### src/rtl/mod_p_pkg.sv
// Shared constants and types for the mod-p reducer (p = 2^255 - 19).
package mod_p_pkg;

  // Operand width this block is built for.
  localparam int N_DEF = 256;

  // Width of the bit counter that walks the N operand bits.
  localparam int CNT_W = $clog2(N_DEF);

  // Curve25519 field prime, 2^255 - 19.
  localparam logic [N_DEF-1:0] P = (256'd1 << 255) - 256'd19;

  // Reduction sequence: capture the operand, run N division steps, present the result.
  typedef enum logic [1:0] {
    LOAD = 2'd0,
    CALC = 2'd1,
    DONE = 2'd2
  } state_t;

endpackage

### src/rtl/mod_p_csub.sv
// One restoring-division step: compare the (N+1)-bit partial remainder with P
// and subtract P when it fits. The result is always below P, so it fits in N bits.
module mod_p_csub
  import mod_p_pkg::*;
#(
  parameter int N = 256
) (
  input  logic [N:0]   t,
  output logic [N-1:0] r_next
);

  localparam logic [N-1:0] P_N = P[N-1:0];

  logic          ge;
  logic [N-1:0]  diff_lo;

  // Conditional subtract. The low N bits of (t - P) depend only on the low N
  // bits of t, and the subtract is only taken when t >= P, so the carry out of
  // bit N-1 is never needed.
  always_comb begin
    ge      = (t >= {1'b0, P_N});
    diff_lo = t[N-1:0] - P_N;
    r_next  = ge ? diff_lo : t[N-1:0];
  end

endmodule

### src/rtl/mod_p.sv
// Bit-serial reduction of an N-bit unsigned operand modulo p = 2^255 - 19.
// Restoring long division that keeps only the remainder, one operand bit per
// clock, MSB first. The result appears 258 edges after reset is released and
// is held until the next reset.
//
// Handshake: there is no valid/ready pair. A reduction starts on the first
// rising edge with rst low (n is captured there and ignored afterwards);
// done rises together with the final rem and both stay frozen until rst is
// asserted again. Before done, rem reads 0 and never shows partial results.
//
// The FSM register is the signal 'state'; it is left as a named internal
// signal so checkers can bind to it without widening the port list.
module mod_p
  import mod_p_pkg::*;
#(
  parameter int N = 256
) (
  input  logic [N-1:0] n,
  input  logic         clk,
  input  logic         rst,
  output logic [N-1:0] rem,
  output logic         done
);

  state_t             state;
  state_t             state_next;

  logic [N-1:0]       q;       // operand shift register, MSB consumed first
  logic [N-1:0]       r;       // working remainder, always < P
  logic [N-1:0]       r_red;   // r after one division step
  logic [CNT_W-1:0]   cnt;     // index of the operand bit being consumed
  logic [N:0]         t;       // partial remainder with next bit appended

  // Bring down the next operand bit; r < 2^255 so t < 2^256 fits N+1 bits.
  assign t = {r, q[N-1]};

  mod_p_csub #(
    .N (N)
  ) u_csub (
    .t      (t),
    .r_next (r_red)
  );

  // FSM state register; reset returns to LOAD so the next free edge restarts.
  always_ff @(posedge clk) begin
    if (rst) begin
      state <= LOAD;
    end else begin
      state <= state_next;
    end
  end

  // Next-state logic: one LOAD edge, N CALC edges, then park in DONE.
  always_comb begin
    state_next = state;
    case (state)
      LOAD: state_next = CALC;
      CALC: begin
        if (cnt == '0) begin
          state_next = DONE;
        end
      end
      DONE:    state_next = DONE;
      default: state_next = LOAD;
    endcase
  end

  // Datapath: operand capture, division steps, and result publication.
  always_ff @(posedge clk) begin
    if (rst) begin
      q    <= '0;
      r    <= '0;
      cnt  <= '0;
      rem  <= '0;
      done <= 1'b0;
    end else begin
      case (state)
        LOAD: begin
          q   <= n;
          r   <= '0;
          cnt <= CNT_W'(N - 1);
        end
        CALC: begin
          r   <= r_red;
          q   <= {q[N-2:0], 1'b0};
          cnt <= cnt - 1'b1;
        end
        DONE: begin
          // r is stable here, so repeated writes keep rem unchanged.
          rem  <= r;
          done <= 1'b1;
        end
        default: begin
          q   <= '0;
          r   <= '0;
          cnt <= '0;
        end
      endcase
    end
  end

endmodule

### config.mk
export PLATFORM = sky130hd
export DESIGN_NAME = mod_p
export DESIGN_NICKNAME = d
export VERILOG_FILES = /design/src/rtl/mod_p_pkg.sv /design/src/rtl/mod_p_csub.sv /design/src/rtl/mod_p.sv
export SDC_FILE = /design/constraint.sdc
export NUM_CORES = 2
export LEC_CHECK = 0
export BUFFER_PORTS_ARGS = -buffer_cell sky130_fd_sc_hd__buf_4
export CELL_PAD_IN_SITES_DETAIL_PLACEMENT = 1
export CELL_PAD_IN_SITES_GLOBAL_PLACEMENT = 2
export CORE_ASPECT_RATIO = 1.4
export CORE_UTILIZATION = 37
export DETAILED_ROUTE_END_ITERATION = 6
export GPL_TIMING_DRIVEN = 0
export PLACE_DENSITY_LB_ADDON = 0.12
export RECOVER_POWER = 25
export SYNTH_ARGS = -nofsm -noshare
export SYNTH_HDL_FRONTEND = slang
export SYNTH_SLANG_ARGS = --single-unit
### constraint.sdc
create_clock -name clk -period 7.26 [get_ports clk]
set_clock_uncertainty 0.15 [all_clocks]
set_input_delay 1.452 -clock clk [delete_from_list [all_inputs] [get_ports clk]]
set_output_delay 1.452 -clock clk [all_outputs]
set_load 0.02 [all_outputs]
==> results.md <==
* Status: finished with violations
* Failing checks: capacitance limit, slew limit
* Chip Height at around 380 µm
* Via density at 5.84
* Worst-path clk slew at ~60 ps
* Vias in the first global route at 40187
* Crit. End Element: register
* Die width at around 270 µm
* CP max FO at 10
* Routed wl met2 at between 80000 and 90000 µm
* Root Driver: clkbuf_16
* Initial Util at a little under two fifths
* Overflow after GRT at 0
* Hold slack at between 300 and 400 ps
* Placed cell count at roughly 6600
* CTS Buf Count at 85
* Non-Filler Instances at ~6800
* CP Buf/Inv Count at 3
* Core area at slightly above 0.1 mm²
* Met1 WL at about 65000 µm
* Post-place instance area at roughly 0.043 mm²
* Post-synthesis cell area at 0.0377 mm²
* Top Metal Used: met5
* Syn Inst Count at between 4000 and 5000
* Fmax at between 0.15 and 0.2 GHz
* Min Clock Period, post-route at 5700 ps
* Pre-CTS WS at 1790 ps
* Slowest CP cell: nor4_1
* Port Buffers at approximately 500
* Total negative slack at 0 ps
* Via count at approximately 40000
* Final hold vios at 0
* Row cnt at 138
* First-pass GRT wire length at around 260000 µm
* CTS tree: done
* Setup Fix Bufs, Post-CTS at 0
* Crit path cell chain: nand2_1, nor4_1, nand4_1, nor2_1, nand4_1, buf_2, buf_1, clkbuf_1, a21oi_1, xnor2_1, o21ai_0
* Total Wirelength at ~180000 µm
* Worst-case clock buffer depth at 3
* Post-route worst setup slack at roughly 1600 ps
* Syn. warnings at 0
* Number of synthesized flops with an enable pin at 0
* Routed Antenna Nets at 0
* Hold buffers post-CTS at 0
* Post_cts resized at 0
* Relative slew margins at -6.51%
* Synth Flop Type: dfxtp_1
* Max stage delay on crit path at between 800 and 900 ps
* Critical path class: reg2reg
* Post-synthesis sequential area ratio at 41.4%
* Flop2flop setup slack at 1560 ps
* RSZ-0062 raised after global routing: false
* Dpl hpwl at 135000 µm
* Post-Syn Nets at 5014
* CP Launch Type: register
* Antenna violations before repair at 8
* Residual DRC at 0
* Largest net degree at the start of global routing at 14
* Fin crit share at 78.5%
* Max VDD drop at 0.209 mV
* Max-cap violations at 1
* WP data required at around 7700 ps
* Layout cells sized above 1 at under 10%
* WL per Instance at around 26 µm
* Die Area at ~0.10 mm²
* Asr flop ratio synth at 0%
* WL met3 at ~13000 µm
* Nets at approximately 5600
* Min-delay worst type: reg2reg
* Design area at roughly 0.045 mm²
* Worst-Skew Late Latency at 700 ps
* Worst-Margin Slew at approximately 1600 ps
* Mean post-synth cell area at ~8 µm²
* Worst path arrival time at around 6100 ps
* Leakage power total at between 15 and 20 nW
* # setup viols final at 0
* Synth cell types at between 70 and 80
* GRT Util Overall at between 30% and 40%
* 1st-pass router iterations at 5
* IO Pins at 515
* H-tree levels at 3
* CP top delay family: simple AND/OR/NAND/NOR gates
* #FFs+latches synth at a little under 800
* 1st-iter DRT viols at roughly 2700
* RePlAce Congestion at 1.02
* Area grow syn2layout at 20.0%
* Pwr/cell area at 301 mW/mm²
* Critical Path Most Common Cell: nand4_1
* Max Slew Vio Count at 11
* CTS Sinks at ~780
==> power breakdown <==
| group | internal, mW | leakage (nW) | switching [mW] |
|---|---|---|---|
| clock | 2.63 | 1.40 | 1.94 |
| combinational | 1.33 | 7.68 | 2.73 |
| sequential | 4.74 | 6.33 | 0.252 |
==> kinds of logic after synthesis <==
logic type | after synthesis | synth area share, %
simple gates | 2115 | 26.5
compound gates | 968 | 16.4
flops | 779 | 41.4
buf+inv | 443 | 4.54
mux | 257 | 6.83
xor+xnor | 180 | 4.18
fa+ha+maj | 7 | 0.232
==> registers in the layout, indices dropped and copies added (netlist names) <==
signal	count
done	1
cnt	8
q	256
rem	256
state	2
r	256
==> synth_stat cells (all sizes together) (14+ instances only) <==
cell type,n,area (µm²)
dfxtp,779,15600
and3,60,375
clkbuf,340,1280
or4,55,417
o311ai,18,158
nor2,900,3380
or2,14,87.6
nor4,98,647
or4b,16,160
and2,29,181
xnor2,131,1150
mux2i,257,2570
nand2,394,1480
a211o,14,123
nor3,92,465
a22oi,255,1910
inv,24,90.1
buf,79,340
a211oi,44,330
o211ai,48,360
o21ai,212,1080
or3,23,144
xor2,49,429
a21oi,311,1560
nand4,168,1060
and4,39,342
nand3,191,956
==> worst paths after layout <==
kind | to | depth (start not counted) | start
worst max-delay path | r[202] | 11 | r[153]
worst max register to register | r[202] | 11 | r[153]
worst min register to register | done | 2 | done
worst min-delay path | done | 2 | done
==> tightest hold or removal path, delay by kind of cell (launching register included) <==
kind | cells | cell delay [ps]
AND/OR/NAND/NOR | 2 | 120
flip-flops | 1 | 310
==> routing by layer <==
layer | vias up | GRT usage (%)
met4 | 8 | 22.1
met3 | 517 | 8.56
met2 | 1441 | 57.9
met1 | 19282 | 35.7
li1 | 18175 | -
met5 | - | 0
==> through the flow <==
stage	util, %	total power, mW
3_3_place_gp	42.8	9.05
2_1_floorplan	-	7.83
3_5_place_dp	42.9	9.14
4_1_cts	45.7	13.7
5_1_grt	44.8	14.4
6_report	44.8	13.6
==> cell usage in the layout (no fill, tap or decap), types with 9 or more instances in the layout <==
cell / instances
a22oi_1: 255
nor3_1: 91
a21oi_1: 309
nor4_2: 9
o21ai_0: 200
or4_1: 54
nor2_1: 900
inv_1: 24
or2_2: 13
nor4_1: 88
o211ai_1: 48
buf_1: 50
clkinv_2: 9
a2111oi_2: 11
clkbuf_8: 17
buf_2: 28
xnor2_1: 131
a211oi_1: 44
buf_4: 263
nand4_1: 167
and4_1: 39
o2111ai_1: 10
mux2i_1: 257
clkbuf_16: 85
dfxtp_1: 779
a211o_1: 14
clkbuf_1: 611
o311ai_0: 18
or3_1: 23
nand2_1: 394
or4b_1: 15
and2_1: 27
nand3_1: 191
and3_1: 60
xor2_1: 49
==> layout make-up <==
type	instances	area [µm²]
Buffer	419	1620
Clock buffer	121	2430
Antenna cell	4	10.0
Fill cell	12594	55800
Clock inverter	30	452
Tap cell	1330	1660
Inverter	24	90.1
Multi-Input combinational cell	3527	20400
Timing Repair Buffer	521	2950
Sequential cell	779	15600
No activity file was read; power rests on OpenSTA's default activity.
